===== config.mk =====
export PLATFORM = sky130hd
export DESIGN_NAME = fakeram_req_port
export DESIGN_NICKNAME = d
export VERILOG_FILES = /design/src/rtl/fakeram_pkg.sv /design/src/rtl/fakeram_rsp_fifo.sv /design/src/rtl/fakeram_req_port.sv
export SDC_FILE = /design/constraint.sdc
export NUM_CORES = 1
export LEC_CHECK = 0
export ABC_AREA = 1
export BUFFER_PORTS_ARGS = -buffer_cell sky130_fd_sc_hd__buf_4
export CAP_MARGIN = 20
export CORE_UTILIZATION = 30
export CTS_CLUSTER_SIZE = 10
export DETAILED_ROUTE_END_ITERATION = 10
export PLACE_DENSITY = 0.62
export SLEW_MARGIN = 20
export SYNTH_ARGS = -nofsm -noshare
export SYNTH_HDL_FRONTEND = slang
export SYNTH_HIERARCHICAL = 1
export SYNTH_SLANG_ARGS = --single-unit

===== constraint.sdc =====
create_clock -name clk -period 1.6 [get_ports clk]
set_input_delay 0.08 -clock clk [delete_from_list [all_inputs] [get_ports clk]]
set_output_delay 0.08 -clock clk [all_outputs]
set_load 0.02 [all_outputs]

===== src/rtl/fakeram_pkg.sv =====
// Shared geometry constants for the fakeram130 macro variants and the
// request-port controller state type.
package fakeram_pkg;

  localparam int FR512X64_BITS       = 64;
  localparam int FR512X64_WORD_DEPTH = 512;
  localparam int FR512X64_ADDR_WIDTH = 9;

  localparam int FR256X32_BITS       = 32;
  localparam int FR256X32_WORD_DEPTH = 256;
  localparam int FR256X32_ADDR_WIDTH = 8;

  localparam int FR256X48_BITS       = 48;
  localparam int FR256X48_WORD_DEPTH = 256;
  localparam int FR256X48_ADDR_WIDTH = 8;

  typedef enum logic {
    INIT = 1'b0,
    RUN  = 1'b1
  } port_state_t;

endpackage


===== src/rtl/fakeram_rsp_fifo.sv =====
// Small response FIFO with wrapping pointers and an occupancy count.
module fakeram_rsp_fifo #(
  parameter int DEPTH = 2,
  parameter int WIDTH = 64,
  parameter int CW    = $clog2(DEPTH + 1)
) (
  input  logic             clk,
  input  logic             rst_n,
  input  logic             push,
  input  logic [WIDTH-1:0] push_data,
  input  logic             pop,
  output logic [WIDTH-1:0] head,
  output logic [CW-1:0]    count
);

  localparam int PW = (DEPTH > 1) ? $clog2(DEPTH) : 1;

  logic [WIDTH-1:0] mem [DEPTH];
  logic [PW-1:0]    rd_ptr;
  logic [PW-1:0]    wr_ptr;

  function automatic logic [PW-1:0] next_ptr(input logic [PW-1:0] p);
    return (p == PW'(DEPTH - 1)) ? '0 : p + 1'b1;
  endfunction

  // Storage is reset too so the head never presents X after reset.
  always_ff @(posedge clk or negedge rst_n) begin
    if (!rst_n) begin
      mem    <= '{default: '0};
      rd_ptr <= '0;
      wr_ptr <= '0;
      count  <= '0;
    end else begin
      if (push) begin
        mem[wr_ptr] <= push_data;
        wr_ptr      <= next_ptr(wr_ptr);
      end
      if (pop) begin
        rd_ptr <= next_ptr(rd_ptr);
      end
      case ({push, pop})
        2'b10:   count <= count + 1'b1;
        2'b01:   count <= count - 1'b1;
        default: count <= count;
      endcase
    end
  end

  assign head = mem[rd_ptr];

  a_no_pop_empty: assert property (@(posedge clk) disable iff (!rst_n)
    !(pop && (count == '0)));
  a_no_push_full: assert property (@(posedge clk) disable iff (!rst_n)
    !(push && !pop && (count == CW'(DEPTH))));

endmodule


===== src/rtl/fakeram_req_port.sv =====
// Initiator-side port for a fakeram130 macro: valid/ready requests in,
// macro pins out, 1-cycle read data captured into a response queue.
module fakeram_req_port
  import fakeram_pkg::*;
#(
  parameter int BITS           = FR512X64_BITS,
  parameter int WORD_DEPTH     = FR512X64_WORD_DEPTH,
  parameter int ADDR_WIDTH     = FR512X64_ADDR_WIDTH,
  parameter int CLEAR_ON_RESET = 1,
  parameter int RSP_DEPTH      = 2
) (
  input  logic                  clk,
  input  logic                  rst_n,
  input  logic                  req_valid,
  output logic                  req_ready,
  input  logic                  req_we,
  input  logic [ADDR_WIDTH-1:0] req_addr,
  input  logic [BITS-1:0]       req_wdata,
  input  logic [BITS-1:0]       req_wmask,
  output logic                  rsp_valid,
  input  logic                  rsp_ready,
  output logic [BITS-1:0]       rsp_rdata,
  output logic                  init_done,
  output logic                  sram_ce,
  output logic                  sram_we,
  output logic [ADDR_WIDTH-1:0] sram_addr,
  output logic [BITS-1:0]       sram_wd,
  output logic [BITS-1:0]       sram_wmask,
  input  logic [BITS-1:0]       sram_rd
);

  localparam int CW = $clog2(RSP_DEPTH + 1);

  port_state_t           state_q;
  port_state_t           state_d;
  logic [ADDR_WIDTH-1:0] init_cnt;
  logic                  sweep_last;
  logic                  inflight;
  logic                  accept_ok;
  logic                  fire;
  logic                  pop;
  logic [CW-1:0]         q_count;

  assign sweep_last = (init_cnt == ADDR_WIDTH'(WORD_DEPTH - 1));

  // Credits cover both queued data and the read still inside the macro.
  assign accept_ok = (state_q == RUN) &&
                     ((int'(q_count) + int'(inflight)) < RSP_DEPTH);
  assign fire      = req_valid && req_ready;
  assign pop       = rsp_valid && rsp_ready;
  assign rsp_valid = (q_count != '0);

  always_ff @(posedge clk or negedge rst_n) begin
    if (!rst_n) begin
      state_q <= (CLEAR_ON_RESET != 0) ? INIT : RUN;
    end else begin
      state_q <= state_d;
    end
  end

  always_comb begin
    state_d = state_q;
    if ((state_q == INIT) && sweep_last) begin
      state_d = RUN;
    end
  end

  always_ff @(posedge clk or negedge rst_n) begin
    if (!rst_n) begin
      init_cnt <= '0;
      inflight <= 1'b0;
    end else begin
      if (state_q == INIT) begin
        init_cnt <= sweep_last ? '0 : init_cnt + 1'b1;
      end
      inflight <= fire && !req_we;
    end
  end

  // Macro pins are held at zero while reset is asserted.
  always_comb begin
    req_ready  = 1'b0;
    init_done  = (state_q == RUN);
    sram_ce    = 1'b0;
    sram_we    = 1'b0;
    sram_addr  = '0;
    sram_wd    = '0;
    sram_wmask = '0;
    if (rst_n) begin
      unique case (state_q)
        INIT: begin
          sram_ce    = 1'b1;
          sram_we    = 1'b1;
          sram_addr  = init_cnt;
          sram_wmask = '1;
        end
        RUN: begin
          req_ready = accept_ok;
          if (req_valid && accept_ok) begin
            sram_ce    = 1'b1;
            sram_we    = req_we;
            sram_addr  = req_addr;
            sram_wd    = req_wdata;
            sram_wmask = req_wmask;
          end
        end
        default: begin
          req_ready = 1'b0;
        end
      endcase
    end
  end

  fakeram_rsp_fifo #(
    .DEPTH (RSP_DEPTH),
    .WIDTH (BITS),
    .CW    (CW)
  ) u_rsp_fifo (
    .clk       (clk),
    .rst_n     (rst_n),
    .push      (inflight),
    .push_data (sram_rd),
    .pop       (pop),
    .head      (rsp_rdata),
    .count     (q_count)
  );

endmodule


Yosys cells after proc, flatten, opt, wreduce, memory -nomap -nowiden:

Index checks and enable logic that the tools add are counted.

* flip-flop bits (word level): 143
* latch bits: 0
* bits in writable memories: 0
* bits in read-only memories: 0
* output and inout bits: 206
* logic and storage cells: 61
* memories kept: 0

* add/subtract/negate cells: 6
* $mul: 0
* div/mod/pow operators: 0
* order comparisons: 4
* eq/ne operators: 3
* shift operators: 0
* mux-type cells: 27
* bitwise gates (word level): 3
* reduce and logical (&&, ||, !) cells: 10

Operator list (count)
* 64-bit 2-to-1 mux: 9
* 128-bit bitwise mux: 1
* 64-bit one-hot mux with 2 select lines: 1
* 64-bit demux with 1-bit select: 1
* 9-bit 2-to-1 mux: 3
* 9-bit one-hot mux with 2 select lines: 1
* 9-bit by 1-bit adder with 9-bit output, second input constant: 1
* 9-bit == test, second input constant: 1
* 1-bit 2-to-1 mux: 8
* 1-bit logical AND: 7
* 2-bit >= comparator, second input constant: 2
* 1-bit NOT with 2-bit output: 2
* 1-bit one-hot mux with 2 select lines: 2
* 2-bit one-hot mux with 2 select lines: 1
* 2-bit nonzero test: 2
* 2-bit by 1-bit adder with 3-bit output: 1
* 3-bit by 2-bit less-than comparator with 1-bit output, second input constant: 1
* 1-bit adder, second input constant: 2
* 2-bit by 1-bit adder with 2-bit output, second input constant: 1
* 2-bit by 1-bit == test with 1-bit output, second input constant: 1
* 2-bit == test, second input constant: 1
* 2-bit by 1-bit less-than comparator with 1-bit output, second input constant: 1
* 2-bit by 1-bit subtractor with 2-bit output, second input constant: 1
* 1-bit logical NOT: 1
* 1-bit NOT: 1

Logic depth before layout (Yosys ltp):

Gate-level depths: netlist of run 1.

* depth in word-level cells: 7
* gate-level depth with buffers: 9
* depth with buffers taken out: 9

Cells and area by module:

The synthesis of run 1 kept the hierarchy.

Modules (own cells, without submodules)
* fakeram_rsp_fifo: times used 1, cells an instance 704, area an instance 6038.3 um^2
* fakeram_req_port: times used 1, cells an instance 382, area an instance 1870.5 um^2

Worst setup path after synthesis of run 1:

No wires, ideal clock.

* path kind: reg2out
* from: reg state_q (netlist: init_done)
* to: out sram_addr[7]
* arrival time: 1.545 ns
* data required time: 1.520 ns
* setup slack: -0.025 ns
* stages on the path, launching flop included: 7
* path buffers: 2
* cell sequence: dfrtp_1 buf_6 inv_4 nor2_4 nand4_4 buf_4 o21ai_0

* word-level cells in the longest chain between the ends: 5

Ends and longest elaborated chain
* from (decl): RTL line fakeram_req_port.sv:34 `port_state_t state_q;`
* from (signal assigned): RTL line fakeram_req_port.sv:55 `state_q <= (CLEAR_ON_RESET != 0) ? INIT : RUN;`
* from (signal assigned): RTL line fakeram_req_port.sv:57 `state_q <= state_d;`
* 1-bit logical AND: RTL line fakeram_req_port.sv:47 `assign accept_ok = (state_q == RUN) &&`
* 1-bit logical AND: RTL line fakeram_req_port.sv:99 `if (req_valid && accept_ok) begin`
* 9-bit 2-to-1 mux: RTL line fakeram_req_port.sv:99
* 9-bit one-hot mux with 2 select lines (*): RTL line fakeram_req_port.sv:90 `unique case (state_q)`
* 9-bit 2-to-1 mux (*): RTL line fakeram_req_port.sv:89 `if (rst_n) begin`
* to (decl): RTL line fakeram_req_port.sv:26 `output logic [ADDR_WIDTH-1:0] sram_addr,`

Mark *: on every way between the ends. The rest lies on a longest branch, timed or not.

Worst setup path after layout of run 1:

* from: reg state_q (netlist: init_done)
* to: out sram_wmask[55]

* word-level cells in the longest chain between the ends: 5

Ends and longest elaborated chain
* 1-bit logical AND: RTL line fakeram_req_port.sv:47
* 1-bit logical AND: RTL line fakeram_req_port.sv:99
* 64-bit 2-to-1 mux: RTL line fakeram_req_port.sv:99
* 64-bit one-hot mux with 2 select lines (*): RTL line fakeram_req_port.sv:90
* 64-bit 2-to-1 mux (*): RTL line fakeram_req_port.sv:89
* to (decl): RTL line fakeram_req_port.sv:28 `output logic [BITS-1:0] sram_wmask,`

Marks and branches as above.

==> out/metrics.cfg, run 1 <==
[clock_network]
worstSkewPairLatency_ns=0.42
cts_buffers=17
root_buffer=clkbuf_16
cts.sinks=143
htree_levels=4
clk_pin_slew_ns=0.06
clock_path_buffers=2
cts_tree=built

[die]
pin_count=412
die_h_um=164
die-area_um2=27000
start_util_pct=30.4
rows=59
die_w_um=164
core_um2=26000

[yosys]
synth-compound-area-share_pct=15.5
ys_seq_area_share_pct=45.2
synth-simple-area-share_pct=22.4
synth_top_family_by_area=simple AND/OR/NAND/NOR gates
synthCells=1086
async_reset_ff_share_pct=100
syn_avg_cell_area_um2=7.28
synth_fp_nets=1295
synth-xor-area-share_pct=0.332
synth_edf_count=0
synthDistinctLibCells=31
ys_ff_latch=143
synthFlopType=dfrtp_1
yosys.area_share.adder_pct=0.475
syn_area_um2=7910
synthMuxAreaShare_pct=0.380
yosysWarnings=6

[global_route]
grt_pass1_wl_um=40400
grt_pass1_vias=7603
antenna_found_initial=1
grtUsageMet1_pct=24.4
use_met2_pct=33.4
grt_usage_pct=19.4
grt_max_degree=142
overflow=0
use_met3_pct=4.09
grt_busiest_layer=met2

[final_layout]
utilization_pct=53.1
final_nets=1781
n_fill_cell=2383
stdcell_count=1920
drive_above_1_share_pct=40.3
final_area_um2=13800
syn_to_final_growth_pct=74.6

[power_and_ir_drop]
peakVddDrop_uv=974
p_switching_uw=5630
p_int_uw=9740
p_sw_share_pct=36.6
power_density_nw_per_um2=1110
p_leak_uw=0.00802
pwr-share-clk_pct=25.8
pwr-share-seq_pct=24.2
combPwrFrac_pct=50.1

[sta]
maxSlewHeadroom_pct=42.1
period_minus_slack_ns=1.81
slew_viol_final=0
finalHoldViolCount=0
fmax_mhz=552
rsz0062_at_grt=yes
tightestPinTransition_ns=0.868
setup_ws_ns=-0.211
hold-worst-slack_ns=0.0917
setup_violations=196
timing.final.crit_share_pct=113
skew_ns=0.0110

[run_status]
failed_checks=negative setup slack
outcome=complete, but fails checks

[drt]
drt_iter0_drc=523
final_antenna_net_count=0
drt-total-wl_um=29100
vias_per_cell=4.41
wl_per_cell_um=15.1
drc=0
vias=8470
drtPass1Iterations=5

[place]
gp_congestion=0.819
placed_area_um2=11300
placed_cells=1793
io_buffers=411
place_hpwl_um=18800

[setup_path]
setup.worst_path.end_class=output pin
crit_path_max_fanout=18
crit_arrival_ns=1.73
critPathKind=flip-flop to output pin
start_kind=flip-flop
cp.required_ns=1.52

[worst_hold_path]
hold_class=input port to asynchronous set/reset pin

[flow_run]
cap_violations=0

[cells in the final DEF (no fill, tap or decap), drive strengths merged]
master,n
o21a,1
clkinv,5
bufinv,2
diode,1
inv,211
dlygate4sd3,67
nand2,225
clkbuf,26
o21bai,1
ha,3
nand3,7
nand4,2
a21boi,1
o21ai,196
or2,2
nor3,3
bufbuf,1
buf,458
and3,1
nor2,218
clkinvlp,2
xnor2,2
a21oi,2
xor2,1
o22ai,1
mux2i,3
dfrtp,143
[worst paths after layout]
| check | endpoint | depth (start not counted) | slack, ns | from |
|---|---|---|---|---|
| worst max-delay path | sram_wmask[55] | 8 | -0.21 | init_done$_DFFE_PN0P_ |
| worst min-delay path | inflight$_DFF_PN0_ | 2 | 0.09 | rst_n |
| worst max register to register | init_cnt[3]$_DFFE_PN0N_ | 9 | 0.13 | init_cnt[1]$_DFFE_PN0N_ |
| worst min register to register | u_rsp_fifo/mem[87]$_DFFE_PN0P_ | 2 | 0.48 | u_rsp_fifo/mem[87]$_DFFE_PN0P_ |
| max in group asynchronous | u_rsp_fifo/mem[19]$_DFFE_PN0P_ | 3 | 0.41 | rst_n |
| min in group clk | inflight$_DFF_PN0_ | 4 | 0.28 | rst_n |
[flip-flops by register name, summed over array words and instances (netlist names)]
signal	flops
init_done	1
u_rsp_fifo/wr_ptr	1
init_cnt	9
inflight	1
u_rsp_fifo/mem	128
u_rsp_fifo/count	2
u_rsp_fifo/rd_ptr	1
[logic make-up after synthesis]
logic type | count (synthesis)
multiplexers | 3
adder cells (fa/ha/maj) | 3
AO/OA/AOI/OAI | 202
AND/OR/NAND/NOR | 458
flip-flops | 143
buffers and inverters | 274
XOR/XNOR | 3
[critical path, cell delays in order (launching register included)]
cell and delay [ns]:
dfrtp_1 0.39, inv_4 0.07, nor2_4 0.10, nand4_4 0.11, nand2_4 0.12, inv_8 0.08
clkbuf_16 0.19, nor2_1 0.09, buf_4 0.14
[area by class of cell]
type	count	area [µm²]	share of cell area, %
multi-input combinational	669	3570	25.9
sequential	143	3580	26.0
clock inverter	11	133	0.960
antenna	1	2.50	0.0181
inverter	209	795	5.75
timing repair buffer	532	4860	35.2
clock buffer	20	447	3.23
tap	335	419	3.04
[per-layer routing]
metal | part of all wire (%) | wire (µm)
met3 | 5.1 | 1490
met4 | 1.9 | 546
met1 | 41 | 11900
met2 | 52 | 15200
met5 | 0 | 0
[power groups by stage]
stage	clock (µW)	combinational [µW]	sequential, µW
finish	3960	7700	3710
global route	4220	8160	3720
CTS	4060	6310	3780
detailed placement	0	4920	3810
global placement	0	4890	3800
floorplan	0	2540	3760
[stage by stage]
step                TNS, ns  total power [µW]  setup slack [ns]
finish               -22.50             15400            -0.211
global route         -40.98             16100            -0.314
detailed placement        0              8730             0.140
floorplan             -1.70              6300           -0.0243
global placement          0              8690             0.151
CTS                  -27.48             14100            -0.214
[Yosys cell counts (3+ instances only)]
master	number	area (µm²)
buf_2	14	70.1
buf_6	24	270
clkbuf_1	25	93.8
dfrtp_1	143	3580
ha_1	3	37.5
inv_1	206	773
mux2i_1	3	30.0
nand2_1	224	841
nand3_1	7	35.0
nor2_1	217	815
nor3_1	3	15.0
o21ai_0	132	661
o21ai_1	9	45.0
o21ai_2	55	482
[timing repair]
item | in CTS | in global routing
endpoints found under the setup margin | 201 | 207
setup buffers | 12 | 2
gates resized for setup | 120 | 128
hold buffers | 67 | 0
cloned | 5 | 9
pin swaps | 2 | 16
hold endpoints to repair | 273 | 0
Power figures use the tool's default switching activity.
==> inputs of run 2 (changes only) <==
- CORE_AREA: default -> 2 2 158 160
- CORE_UTILIZATION: 30 -> default
- DIE_AREA: default -> 0 0 160 162
- PLACE_DENSITY: 0.62 -> 0.66
==> run 2 against run 1 <==
Against the previous run:
- the flow finishes with violations (negative hold slack, negative setup slack)
- count of clock-buffer cells in the layout shrank 1
- die area shrank 4.1%
- wire length grew 0.47%
- clock skew shrank 0.0059 ns
- cell area shrank 1.3%
- first-iteration DRC count shrank 14%
- combinational power shrank 15%
- non-clock buffer count shrank 10
- flip-flop and latch count is the same
==> out/metrics.cfg, run 2 (synthesis gave the netlist of run 1 again) <==
[run_status]
outcome=complete, but fails checks
failed_checks=negative hold slack, negative setup slack

[drt]
drc=0  ; unchanged
final_antenna_net_count=0  ; unchanged
drt-total-wl_um=29200  ; +0.47%
top_layer=met4
m1WireLength_um=11600  ; -2.0%
drt_iter0_drc=450  ; -14%
vias=8383  ; -1.0%
wl_per_cell_um=15.4  ; +1.4%
drtPass1Iterations=5  ; unchanged
vias_per_cell=4.41  ; about the same
wl_met2_um=15800  ; +4.1%
wl_met3_um=1400  ; -6.4%

[die]
die-area_um2=25900  ; -4.1%
die_h_um=162  ; -1.4%
die_w_um=160  ; -2.7%
core_um2=24100  ; -7.2%
pin_count=412  ; unchanged
start_util_pct=32.8  ; +2.4 points
rows=57  ; -3.4%

[final_layout]
layout_common_cells=buf_4, nand2_1, inv_1
n_fill_cell=2205  ; -7.5%
syn_to_final_growth_pct=72.4
final_nets=1772  ; -0.51%
drive_above_1_share_pct=42.3  ; +2.0 points
final_area_um2=13600  ; -1.3%
multiInputGateArea_um2=3590  ; +0.46%
reg.largest.list=u_rsp_fifo/mem (128), init_cnt (9), u_rsp_fifo/count (2)
layout_commonest_cell=buf_4
seqCellArea_um2=3580  ; unchanged
largest_reg_flops=128  ; unchanged
top_register=u_rsp_fifo/mem

[setup_path]
path_cells=inv_4 > nor2_4 > nand4_4 > buf_6 > buf_6 > nor2_2 > buf_6
crit_path_max_fanout=8  ; -10
reg2reg_depth=9  ; unchanged
cp_slowest_cell=dfrtp_1
critPathKind=flip-flop to output pin
setup.worst_path.end_class=output pin
cp.required_ns=1.52  ; about the same
start_kind=flip-flop
crit_arrival_ns=1.78  ; +0.05 ns
critPathMostFrequentCell=buf_6
critical_path.max_stage_delay_ns=0.39  ; about the same

[place]
pre_cts_slack_ns=0.0372  ; -0.103 ns
placed_area_um2=11300  ; -0.63%
io_buffers=411  ; unchanged
gp_congestion=0.811  ; -0.97%
place_hpwl_um=18900  ; +0.12%

[clock_network]
clock_path_buffers=2  ; unchanged
cts_tree=built
cts_buffers=17  ; unchanged
clk_pin_slew_ns=0.06  ; about the same
worstSkewPairLatency_ns=0.42  ; about the same
ctsHoldBuffers=66  ; -1.5%
root_buffer=clkbuf_16
cts.sinks=143  ; unchanged
htree_levels=4  ; unchanged

[global_route]
overflow=0  ; unchanged
grt_pass1_wl_um=41200  ; +1.9%
grt_usage_pct=20.1  ; +0.72 points
grt_pass1_vias=7888  ; +3.7%
antenna_found_initial=2  ; +1
grt_max_degree=81  ; -43%

[sta]
finalHoldViolCount=63  ; +63
fmax_mhz=538  ; -2.5%
slew_viol_final=0  ; unchanged
period_minus_slack_ns=1.86  ; +0.0474 ns
hold-worst-slack_ns=-0.521  ; -0.613 ns
maxSlewHeadroom_pct=66.6  ; +24 points
fin_setup_tns_ns=-30.72  ; -8.22 ns
setup_ws_ns=-0.259  ; -0.0474 ns
tightestPinTransition_ns=0.501  ; -0.367 ns
setup_violations=202  ; +3.1%
timing.final.crit_share_pct=116  ; +3.0 points
rsz0062_at_grt=yes
skew_ns=0.00516  ; -0.00588 ns

[power_and_ir_drop]
p_sw_share_pct=36.6  ; -0.088 points
pwr-share-clk_pct=27.6  ; +1.8 points
combPwrFrac_pct=46.0  ; -4.1 points
p_leak_uw=0.00788  ; -1.6%
p_int_uw=9000  ; -7.5%
peakVddDrop_uv=597  ; -39%
p_switching_uw=5190  ; -7.9%
power_density_nw_per_um2=1040  ; -6.5%
pwr-share-seq_pct=26.4  ; +2.2 points

[flow_run]
cap_violations=0  ; unchanged

[worst_hold_path]
hold_class=input port to asynchronous set/reset pin

-- run 2: cell types whose count changed in the layout (fill, tap and decap cells not counted), moves of 11 or more --
cell / previous run / this run
buf_6: 49 / 71
buf_4: 382 / 364
nor2_2: 10 / 60
nand2_1: 197 / 212
nor2_1: 193 / 138
o21ai_0: 73 / 91
o21ai_1: 39 / 28
-- run 2: routing by layer --
layer,track usage (%),up-vias
met4,5.36,0
met3,4.32,27
li1,-,4207
met5,0,-
met2,36.6,276
met1,24.1,3873
-- run 2: worst max-delay path, delay by kind of cell, from the launching register on --
| kind | cells | cell delay [ns] |
|---|---|---|
| buffers and inverters | 4 | 0.57 |
| flip-flops | 1 | 0.39 |
| AND/OR/NAND/NOR | 3 | 0.39 |
-- run 2: stage by stage --
stage	total power [µW]	util, %	std cells	hold slack [ns]
finish	14200	56.6	1902	-0.521
global route	14900	56.6	1902	-0.549
CTS	13200	52.5	1882	-0.543
detailed placement	8810	46.8	1781	-0.0845
global placement	8770	46.8	1781	-0.0847
floorplan	6300	-	1086	-0.216
-- run 2: path summary, 6_finish.rpt --
| check | start | slack [ns] | end |
|---|---|---|---|
| worst max-delay path | init_done$_DFFE_PN0P_ | -0.26 | sram_wd[7] |
| worst min-delay path | rst_n | -0.52 | init_done$_DFFE_PN0P_ |
| worst max register to register | init_cnt[1]$_DFFE_PN0N_ | 0.04 | init_cnt[5]$_DFFE_PN0N_ |
| worst min register to register | u_rsp_fifo/mem[119]$_DFFE_PN0P_ | 0.48 | u_rsp_fifo/mem[119]$_DFFE_PN0P_ |
| max in group asynchronous | rst_n | 1.03 | u_rsp_fifo/mem[113]$_DFFE_PN0P_ |
| min in group clk | req_valid | 0.38 | inflight$_DFF_PN0_ |
-- run 2: area by class of cell --
cell class	instances	area share (%)
Antenna cell	2	0.0367
Clock buffer	19	3.25
Clock inverter	13	1.01
Inverter	209	5.89
Multi-Input combinational cell	669	26.3
Sequential cell	143	26.3
Tap cell	324	2.97
Timing Repair Buffer	522	34.1
Timing Repair inverter	1	0.147
-- run 2: power groups by stage --
stage | logic [µW] | registers, µW | clock network (µW)
detailed placement | 4880 | 3930 | 0
global placement | 4850 | 3920 | 0
floorplan | 2540 | 3760 | 0
global route | 6910 | 3750 | 4220
CTS | 5330 | 3820 | 4040
finish | 6530 | 3740 | 3920
-- run 2: what timing repair did --
item                                    in CTS  in global routing
pin swaps                                    0                  8
endpoints found under the setup margin     202                209
cloned                                       2                  8
resized for setup                           41                235
buffers inserted                             1                 12
endpoints found under the hold margin      193                 63
